$ cat src/rtl/alu_op_sequencer.sv
// -----------------------------------------------------------------------------
// alu_op_sequencer
// Multi-cycle control front end for the datapath ALU. It accepts one decoded
// instruction field set per valid/ready handshake and translates
// opcode/funct3/funct7 into a 4-bit ALU operation and an operand-B select. The
// operation is held for SETTLE_CYCLES cycles, the ALU result and zero flag are
// then captured, and the outcome is reported with a one-cycle done pulse.
//
// Ports:
//   clk, reset         rising-edge clock, synchronous active-high reset
//   instr_valid_i/instr_ready_o   instruction handshake
//   opcode_i, funct3_i, funct7_i  decoded RV32I fields (funct7 bit 5 only)
//   ALU_Operation_o, alu_b_imm_o  registered ALU controls
//   ALU_Result_i, Zero_i          ALU outputs, sampled after the settle window
//   done_o                        one-cycle completion pulse
//   result_o, reg_write_o, mem_read_o, mem_write_o, branch_taken_o,
//   illegal_o                     outcome, valid while done_o, held afterwards
// -----------------------------------------------------------------------------
module alu_op_sequencer #(
  parameter int unsigned SETTLE_CYCLES = 1
) (
  input  logic        clk,
  input  logic        reset,
  input  logic        instr_valid_i,
  output logic        instr_ready_o,
  input  logic [6:0]  opcode_i,
  input  logic [2:0]  funct3_i,
  input  logic [6:0]  funct7_i,
  output logic [3:0]  ALU_Operation_o,
  output logic        alu_b_imm_o,
  input  logic [31:0] ALU_Result_i,
  input  logic        Zero_i,
  output logic        done_o,
  output logic [31:0] result_o,
  output logic        reg_write_o,
  output logic        mem_read_o,
  output logic        mem_write_o,
  output logic        branch_taken_o,
  output logic        illegal_o
);

  localparam logic [1:0] ST_IDLE = 2'b00;
  localparam logic [1:0] ST_EXEC = 2'b01;
  localparam logic [1:0] ST_DONE = 2'b10;

  localparam logic [3:0] OP_ADD  = 4'b0000;
  localparam logic [3:0] OP_SUB  = 4'b0001;
  localparam logic [3:0] OP_XOR  = 4'b0010;
  localparam logic [3:0] OP_OR   = 4'b0011;
  localparam logic [3:0] OP_AND  = 4'b0100;
  localparam logic [3:0] OP_SLL  = 4'b0101;
  localparam logic [3:0] OP_SRL  = 4'b0110;
  localparam logic [3:0] OP_BRCH = 4'b0111;
  localparam logic [3:0] OP_JAL  = 4'b1000;
  localparam logic [3:0] OP_LUI  = 4'b1111;

  localparam logic [3:0] CNT_INIT = 4'(SETTLE_CYCLES - 32'd1);

  typedef struct packed {
    logic       illegal;
    logic [3:0] op;
    logic       b_imm;
    logic       reg_write;
    logic       mem_read;
    logic       mem_write;
    logic       branch;
    logic       bne;
  } dec_t;

  // Shared funct3 decode for R-type and I-ALU; returns {illegal, op}.
  // Only R-type may select SUB; SRL requires funct7[5] clear in both forms.
  function automatic logic [4:0] alu_fn(input logic [2:0] f3, input logic f7b5,
                                        input logic allow_sub);
    logic [4:0] r;
    r = {1'b1, OP_ADD};
    case (f3)
      3'b000: begin
        if (allow_sub && f7b5) begin
          r = {1'b0, OP_SUB};
        end else begin
          r = {1'b0, OP_ADD};
        end
      end
      3'b100: r = {1'b0, OP_XOR};
      3'b110: r = {1'b0, OP_OR};
      3'b111: r = {1'b0, OP_AND};
      3'b001: r = {1'b0, OP_SLL};
      3'b101: begin
        if (f7b5) begin
          r = {1'b1, OP_ADD};
        end else begin
          r = {1'b0, OP_SRL};
        end
      end
      default: r = {1'b1, OP_ADD};
    endcase
    return r;
  endfunction

  // Full instruction decode; an illegal encoding carries no enables at all.
  function automatic dec_t decode(input logic [6:0] opc, input logic [2:0] f3,
                                  input logic f7b5);
    dec_t       d;
    logic [4:0] fn;
    d  = dec_t'(11'd0);
    fn = 5'd0;
    case (opc)
      7'b0110011: begin
        fn          = alu_fn(f3, f7b5, 1'b1);
        d.illegal   = fn[4];
        d.op        = fn[3:0];
        d.reg_write = 1'b1;
      end
      7'b0010011: begin
        fn          = alu_fn(f3, f7b5, 1'b0);
        d.illegal   = fn[4];
        d.op        = fn[3:0];
        d.b_imm     = 1'b1;
        d.reg_write = 1'b1;
      end
      7'b0000011: begin
        d.b_imm     = 1'b1;
        d.mem_read  = 1'b1;
        d.reg_write = 1'b1;
      end
      7'b0100011: begin
        d.b_imm     = 1'b1;
        d.mem_write = 1'b1;
      end
      7'b1100011: begin
        d.op      = OP_BRCH;
        d.branch  = 1'b1;
        d.bne     = f3[0];
        d.illegal = (f3[2:1] != 2'b00);
      end
      7'b1101111, 7'b1100111: begin
        d.op        = OP_JAL;
        d.b_imm     = 1'b1;
        d.reg_write = 1'b1;
      end
      7'b0110111: begin
        d.op        = OP_LUI;
        d.b_imm     = 1'b1;
        d.reg_write = 1'b1;
      end
      default: d.illegal = 1'b1;
    endcase
    if (d.illegal) begin
      d         = dec_t'(11'd0);
      d.illegal = 1'b1;
    end else begin
      d = d;
    end
    return d;
  endfunction

  dec_t        dec_s;
  logic        unused_funct7_s;
  logic [1:0]  state_r;
  logic [3:0]  cnt_r;
  logic        ready_r;
  logic        done_r;
  logic [3:0]  op_r;
  logic        b_imm_r;
  logic        dec_rw_r, dec_mr_r, dec_mw_r, dec_br_r, dec_bne_r;
  logic [31:0] result_r;
  logic        reg_write_r, mem_read_r, mem_write_r, branch_taken_r, illegal_r;

  assign unused_funct7_s = ^{funct7_i[6], funct7_i[4:0]};

  // Combinational decode of the presented fields; only used on acceptance.
  always_comb begin
    dec_s = decode(opcode_i, funct3_i, funct7_i[5]);
  end

  // Sequencer FSM, settle counter and all registered outputs.
  always_ff @(posedge clk) begin
    if (reset) begin
      state_r        <= ST_IDLE;
      cnt_r          <= 4'd0;
      ready_r        <= 1'b1;
      done_r         <= 1'b0;
      op_r           <= OP_ADD;
      b_imm_r        <= 1'b0;
      dec_rw_r       <= 1'b0;
      dec_mr_r       <= 1'b0;
      dec_mw_r       <= 1'b0;
      dec_br_r       <= 1'b0;
      dec_bne_r      <= 1'b0;
      result_r       <= 32'd0;
      reg_write_r    <= 1'b0;
      mem_read_r     <= 1'b0;
      mem_write_r    <= 1'b0;
      branch_taken_r <= 1'b0;
      illegal_r      <= 1'b0;
    end else begin
      case (state_r)
        ST_IDLE: begin
          if (instr_valid_i) begin
            ready_r   <= 1'b0;
            dec_rw_r  <= dec_s.reg_write;
            dec_mr_r  <= dec_s.mem_read;
            dec_mw_r  <= dec_s.mem_write;
            dec_br_r  <= dec_s.branch;
            dec_bne_r <= dec_s.bne;
            if (dec_s.illegal) begin
              // Illegal encodings skip EXEC and report straight away.
              state_r        <= ST_DONE;
              done_r         <= 1'b1;
              op_r           <= OP_ADD;
              b_imm_r        <= 1'b0;
              result_r       <= 32'd0;
              reg_write_r    <= 1'b0;
              mem_read_r     <= 1'b0;
              mem_write_r    <= 1'b0;
              branch_taken_r <= 1'b0;
              illegal_r      <= 1'b1;
            end else begin
              state_r <= ST_EXEC;
              cnt_r   <= CNT_INIT;
              op_r    <= dec_s.op;
              b_imm_r <= dec_s.b_imm;
            end
          end else begin
            state_r <= ST_IDLE;
          end
        end
        ST_EXEC: begin
          if (cnt_r == 4'd0) begin
            state_r        <= ST_DONE;
            done_r         <= 1'b1;
            result_r       <= ALU_Result_i;
            reg_write_r    <= dec_rw_r;
            mem_read_r     <= dec_mr_r;
            mem_write_r    <= dec_mw_r;
            branch_taken_r <= dec_br_r & (Zero_i ^ dec_bne_r);
            illegal_r      <= 1'b0;
          end else begin
            cnt_r <= cnt_r - 4'd1;
          end
        end
        ST_DONE: begin
          state_r <= ST_IDLE;
          done_r  <= 1'b0;
          ready_r <= 1'b1;
          op_r    <= OP_ADD;
          b_imm_r <= 1'b0;
        end
        default: begin
          state_r <= ST_IDLE;
          cnt_r   <= 4'd0;
          done_r  <= 1'b0;
          ready_r <= 1'b1;
          op_r    <= OP_ADD;
          b_imm_r <= 1'b0;
        end
      endcase
    end
  end

  assign instr_ready_o   = ready_r;
  assign done_o          = done_r;
  assign ALU_Operation_o = op_r;
  assign alu_b_imm_o     = b_imm_r;
  assign result_o        = result_r;
  assign reg_write_o     = reg_write_r;
  assign mem_read_o      = mem_read_r;
  assign mem_write_o     = mem_write_r;
  assign branch_taken_o  = branch_taken_r;
  assign illegal_o       = illegal_r;

endmodule

$ cat config.mk
export PLATFORM = sky130hd
export DESIGN_NAME = alu_op_sequencer
export DESIGN_NICKNAME = d
export VERILOG_FILES = /design/src/rtl/alu_op_sequencer.sv
export SDC_FILE = /design/constraint.sdc
export NUM_CORES = 1
export LEC_CHECK = 0
export CAP_MARGIN = 20
export CORE_MARGIN = 1
export CORE_UTILIZATION = 45
export CTS_CLUSTER_DIAMETER = 150
export DETAILED_ROUTE_END_ITERATION = 6
export PLACE_DENSITY_LB_ADDON = 0.15
export SLEW_MARGIN = 30
export SYNTH_ARGS = -nofsm -noshare
export SYNTH_HDL_FRONTEND = slang
export SYNTH_SLANG_ARGS = --single-unit
$ cat constraint.sdc
create_clock -name clk -period 5.15 [get_ports clk]
set_input_delay 0.7725 -clock clk [delete_from_list [all_inputs] [get_ports clk]]
set_output_delay 0.7725 -clock clk [all_outputs]
set_load 0.05 [all_outputs]
==> results of run 1 <==
## worst min-delay path, cell delays in order, from the launching register on
cell and delay, ns:
dfxtp_1 0.33, nand2_1 0.05, nand2_1 0.04
## cell type report
type                            count  area [um2]
Fill cell                         390        1510
Clock inverter                      3        46.3
Tap cell                           67        83.8
Sequential cell                    55        1100
Clock buffer                        5        68.8
Timing Repair Buffer               92         916
Multi-Input combinational cell    154        1020
Inverter                            2        7.51
## state kept, by name (all words and copies together), names as in the netlist, 2 cells and up
name / cells
state_r: 2
cnt_r: 4
result_o: 32
ALU_Operation_o: 4
## final timing paths
check                                   start            end  slack, ns  depth (start not counted)
worst max-delay path              opcode_i[2]   result_o[17]       2.59                          7
worst min-delay path            instr_ready_o  instr_ready_o       0.45                          2
worst max register to register       cnt_r[0]   result_o[17]       3.24                          8
worst min register to register  instr_ready_o  instr_ready_o       0.45                          2
## metrics by stage
step | utilization | worst slack (ns)
6_report | 0.683 | 2.59
5_1_grt | 0.683 | 2.44
4_1_cts | 0.683 | 2.62
3_5_place_dp | 0.659 | 2.31
3_3_place_gp | 0.659 | 2.32
2_1_floorplan | - | 3.05
## kinds of logic (layout without fill, tap and decap cells)
family | after synthesis | count (layout) | synth area share
xor+xnor | 1 | 1 | 0.00393
compound gates | 78 | 78 | 0.266
mux | 2 | 2 | 0.00953
buf+inv | 17 | 102 | 0.0471
fa+ha+maj | 2 | 2 | 0.0112
flops | 55 | 55 | 0.494
simple gates | 71 | 71 | 0.169
## placed cells by master, fill, tap and decap left out, types with 3 or more instances in the layout
cell type,instances
clkdlybuf4s50_1,90
nor3_1,5
nor2_1,12
a21oi_1,10
nand2_1,24
nand2b_1,6
o21ai_0,8
clkbuf_8,5
a22o_1,38
dfxtp_1,55
o22ai_1,4
o21a_1,3
## where the power goes
group	switching [mW]	internal (mW)
Combinational	0.0496	0.0509
Sequential	0.00313	0.429
Clock	0.141	0.147
## per-layer routing
layer  global-route usage  wire length, um  vias up
li1                     -                -      999
met1                0.276             2480      919
met2                0.325             2300       52
met3               0.0486              316        5
met4               0.0697               45        0
met5                    0                0        -
==> run summary, run 1 <==
CTS buffer count: 5
CP bufs+invs: 2
post-synthesis cell type count: 49
maximum number of pins on one net before global-route repair: 36
CP top delay family: buffers and inverters
grt ovf: 0
initial cell density of the core: 0.469
H-tree levels: 2
Synth Area per Inst: 9.87 um2
drt wl/cell: 13.6 um
antenna violations before repair: 0
Synth area leader: dfxtp_1
Ant. Diodes: 0
die height: 72.4 um
hold_buf cts: 0
Worst slew margin: 0.648
GPL Wtd Cong: 0.812
maximum clock insertion buffer count: 2
worst hold path class: reg2reg
DR iter-0 viols: 93
row count: 25
ys async rst share: 0
CTS resizes: 0
DRC: 0
vias per cell: 5.22
Routed Antenna Nets: 0
core box area: 4750 um2
Period minus WS final: 2.56 ns
Post-synth EDFFs: 0
setup TNS: 0 ns
PortBufs: 90
Boundary Pins: 97
Area Overhead vs Synth: 45.6%
Final Hold Viols: 0
Placed Area: 3130 um2
postcts setup bufs: 0
Final setup viols: 0
Nets: 365
Setup crit end kind: register
DR pass1 iterations: 4
critical setup path kind: in2reg
Root Driver: clkbuf_8
wirelength, routed: 5.14 mm
sequential share of the synthesized area: 0.494
Post-Layout Cell Count: 378
Max Cap Viol: 0
clock skew: 0.00765 ns
Net Count, Synth: 281
crit path launch type: input port
slowest stage delay, CP: 0.54 ns
Overall Global Routing Usage: 0.205
post-placement cell count: 370
TritonCTS clock tree: yes
final hold slack: 0.454 ns
crit path max-delay cell type: clkdlybuf4s50_1
DR vias: 1975
Power Density: 253 nW/um2
overall power: 0.820 mW
Synth area leaders: dfxtp_1 (49%), a22o_1 (15%), nand2_1 (4.0%)
die width: 72.4 um
static leakage: 1.20 nW
worst path cell trace: clkdlybuf4s50_1 -> nand4bb_1 -> a211o_1 -> o211ai_2 -> o22ai_2 -> buf_4 -> a22o_1
synth cell count leaders: dfxtp_1 (55), a22o_1 (38), nand2_1 (24)
most frequently used flop master after synthesis: dfxtp_1
Mapped Area: 2230 um2
die area: 5240 um2
clk sinks: 55
clock-pin slew on the worst setup and hold paths: 0.10 ns
RSZ-0062 raised after global routing: no
post-route cell area: 3250 um2
top-count cell post-synth: dfxtp_1
status: finished, final reports clean
Fmax: 0.391 GHz
Slew Viols, Final: 0
Worst Tran Pin Value: 0.527 ns
required time of the critical path: 5.35 ns
vias in the first global route: 1832
Max IR drop VDD: 0.140 mV
share of post-route cells with drive strength above 1: 0.0643
Worst Path Max Fanout: 35
Post-Syn Instances: 226
synth warn: 0
dpl hpwl: 3.63 mm
Worst-Skew Late Latency: 0.30 ns
Yosys top cell area share: 0.494
first-pass GRT wire length: 8.48 mm
Synth Register Bits: 55
CP arrival: 2.76 ns
Final period util: 0.497
Power figures use the tool's default switching activity.
==> run 2, diff against run 1 <==
--- a/config.mk
+++ b/config.mk
@@ -7,7 +7,7 @@
 export LEC_CHECK = 0
 export CAP_MARGIN = 20
 export CORE_MARGIN = 1
-export CORE_UTILIZATION = 45
+export CORE_UTILIZATION = 42
 export CTS_CLUSTER_DIAMETER = 150
 export DETAILED_ROUTE_END_ITERATION = 6
 export PLACE_DENSITY_LB_ADDON = 0.15
==> constraint.sdc (replaced) <==
create_clock -name clk -period 2.6 [get_ports clk]
set_input_delay 0.39 -clock clk [delete_from_list [all_inputs] [get_ports clk]]
set_output_delay 0.39 -clock clk [all_outputs]
set_load 0.05 [all_outputs]
==> run 2 against run 1 <==
Compared with the run above: sequential power rose by 98%; sequential cell count did not move; worst hold slack better by 0.00061 ns; via count increased by 2.6%; die area grew 6.9%.
==> run summary, run 2 (same netlist as run 1, synthesis figures left out) <==
crit path max-delay cell type: clkdlybuf4s50_1
initial cell density of the core: 0.437 (-0.0324)
Worst-Skew Late Latency: 0.31 ns (about the same)
setup TNS: 0 ns (unchanged)
Final Hold Viols: 0 (unchanged)
row count: 26 (+4.0%)
switching power: 0.373 mW (+93%)
vias in the first global route: 1704 (-7.0%)
slowest stage delay, CP: 0.63 ns (+0.09 ns)
maximum number of pins on one net before global-route repair: 36 (unchanged)
Setup crit end kind: register
share of post-route cells with drive strength above 1: 0.0671 (+0.00278)
CP bufs+invs: 1 (-1)
postcts setup bufs: 0 (unchanged)
static leakage: 1.22 nW (+2.2%)
wirelength, routed: 5.21 mm (+1.2%)
DRC: 0 (unchanged)
wire length on met3: 386 um (+22%)
Final setup viols: 0 (unchanged)
Max Cap Viol: 0 (unchanged)
Boundary Pins: 97 (unchanged)
CP top delay family: simple AND/OR/NAND/NOR gates
Worst Tran Pin Value: 0.533 ns (+0.00588 ns)
worst path cell trace: clkdlybuf4s50_1 -> and3b_1 -> a31oi_1 -> o211ai_2 -> or4_1 -> a21oi_1
overall power: 1.71 mW (+110%)
Crit. Startpoint: opcode_i[4]
DR iter-0 viols: 98 (+5.4%)
crit path launch type: input port
worst hold path class: reg2reg
Overall Global Routing Usage: 0.185 (-0.0205)
Period minus WS final: 2.07 ns
CTS buffer count: 5 (unchanged)
drt wl/cell: 13.6 um (about the same)
GPL Wtd Cong: 0.930 (+15%)
Internal Pwr Total: 1.34 mW (+110%)
dpl hpwl: 3.70 mm (+1.8%)
hold_buf cts: 0 (unchanged)
reg2reg setup slack: 0.74 ns (-2.50 ns)
RR Startpoint: cnt_r[0]
H-tree levels: 2 (unchanged)
Fmax: 0.484 GHz
status: finished, final reports clean
critical path depth: 6 (-1)
first-pass GRT wire length: 7.93 mm (-6.5%)
grt ovf: 0 (unchanged)
DR vias: 2026 (+2.6%)
final hold slack: 0.455 ns (+0.000613 ns)
Root Driver: clkbuf_8
commonest non-fill, non-tap cell in the layout: clkdlybuf4s50_1
TritonCTS clock tree: yes
uppermost layer routed: met4
Worst R2R Path Depth: 8 (unchanged)
Sw Share: 0.218 (-0.0184)
die width: 74.9 um (+3.4%)
required time of the critical path: 2.84 ns (-2.51 ns)
CP arrival: 2.30 ns (-0.46 ns)
Comb power frac: 0.119 (-0.003)
RSZ-0062 raised after global routing: no
Clk network pwr share: 0.382 (+0.032)
Nets: 367 (+0.55%)
PortBufs: 90 (unchanged)
Slew Viols, Final: 0 (unchanged)
Ant. Diodes: 0 (unchanged)
Final period util: 0.795
antenna violations before repair: 0 (unchanged)
core box area: 5110 um2 (+7.4%)
post-placement cell count: 375 (+1.4%)
met2 WL: 2.31 mm (+0.61%)
maximum clock insertion buffer count: 2 (unchanged)
Worst slew margin: 0.644 (-0.00393)
M1 wire length: 2.44 mm (-1.4%)
critical setup path kind: in2reg
Seq pwr share: 0.500 (-0.027)
clock-pin slew on the worst setup and hold paths: 0.09 ns (about the same)
clk sinks: 55 (unchanged)
Power Density: 518 nW/um2 (+110%)
die height: 74.9 um (+3.4%)
most frequent cells in the layout: clkdlybuf4s50_1 (90), dfxtp_1 (55), a22o_1 (38), nand2_1 (24), nor2_1 (12)
DR pass1 iterations: 4 (unchanged)
CP Capture Point: dec_rw_r
R2R Path End: result_o[31]
vias per cell: 5.29 (+1.2%)
max reg flops: 32 (unchanged)
Max IR drop VDD: 0.305 mV (+120%)
CTS resizes: 0 (unchanged)
Worst Path Max Fanout: 9 (-74%)
die area: 5610 um2 (+6.9%)
clock skew: 0.00907 ns (+0.00142 ns)
Routed Antenna Nets: 0 (unchanged)
Area Overhead vs Synth: 48.3%
Post-Layout Cell Count: 383 (+1.3%)
## run 2: cell types whose count changed in the layout (fill, tap and decap cells not counted)
cell        before  now
buf_12           0    2
bufinv_16        1    2
clkbuf_1         0    1
clkinvlp_4       1    0
inv_6            1    0
## run 2: power groups by stage
stage	logic [mW]	registers [mW]	clock network, mW
2_1_floorplan	0.0781	0.899	0
3_3_place_gp	0.203	0.876	0
3_5_place_dp	0.204	0.876	0
4_1_cts	0.205	0.857	0.666
5_1_grt	0.220	0.859	0.698
6_report	0.203	0.856	0.654
## run 2: routing by layer
| metal | GRT usage | vias to the layer above |
|---|---|---|
| met5 | 0 | - |
| met4 | 0.0629 | 0 |
| met3 | 0.0469 | 5 |
| met2 | 0.303 | 74 |
| met1 | 0.237 | 939 |
| li1 | - | 1008 |
## run 2: area by class of cell
cell class	count	area, um2
Inverter	2	7.51
Multi-Input combinational cell	154	1020
Sequential cell	55	1100
Fill cell	433	1800
Clock buffer	6	72.6
Tap cell	70	87.6
Timing Repair Buffer	94	956
Clock inverter	2	60.1
## run 2: worst min-delay path by stage
stage / from / to / slack (ns) / cells past startpoint
after CTS: dec_mw_r / dec_mw_r / 0.46 / 2
after global routing: dec_mw_r / dec_mw_r / 0.48 / 2
after floorplan: cnt_r[0] / cnt_r[0] / 0.43 / 1
final: dec_mw_r / dec_mw_r / 0.45 / 2
after global placement: dec_mw_r / dec_mw_r / 0.44 / 2
after detailed placement: done_o / done_o / 0.44 / 1
## run 2: metrics by stage
stage          setup slack, ns  cell area (um2)  utilization
2_1_floorplan            0.846             2230            -
3_3_place_gp             0.255             3180        0.622
3_5_place_dp             0.245             3180        0.622
4_1_cts                  0.549             3310        0.648
5_1_grt                  0.450             3310        0.648
6_report                 0.534             3310        0.648
## run 2: worst reg2reg max path: stages, from the launching register on
cell,delay (ns)
dfxtp_1,0.34
inv_1,0.08
ha_1,0.15
nor3b_1,0.28
nand2_1,0.09
a21oi_1,0.28
o22ai_2,0.14
buf_12,0.19
a22o_1,0.20
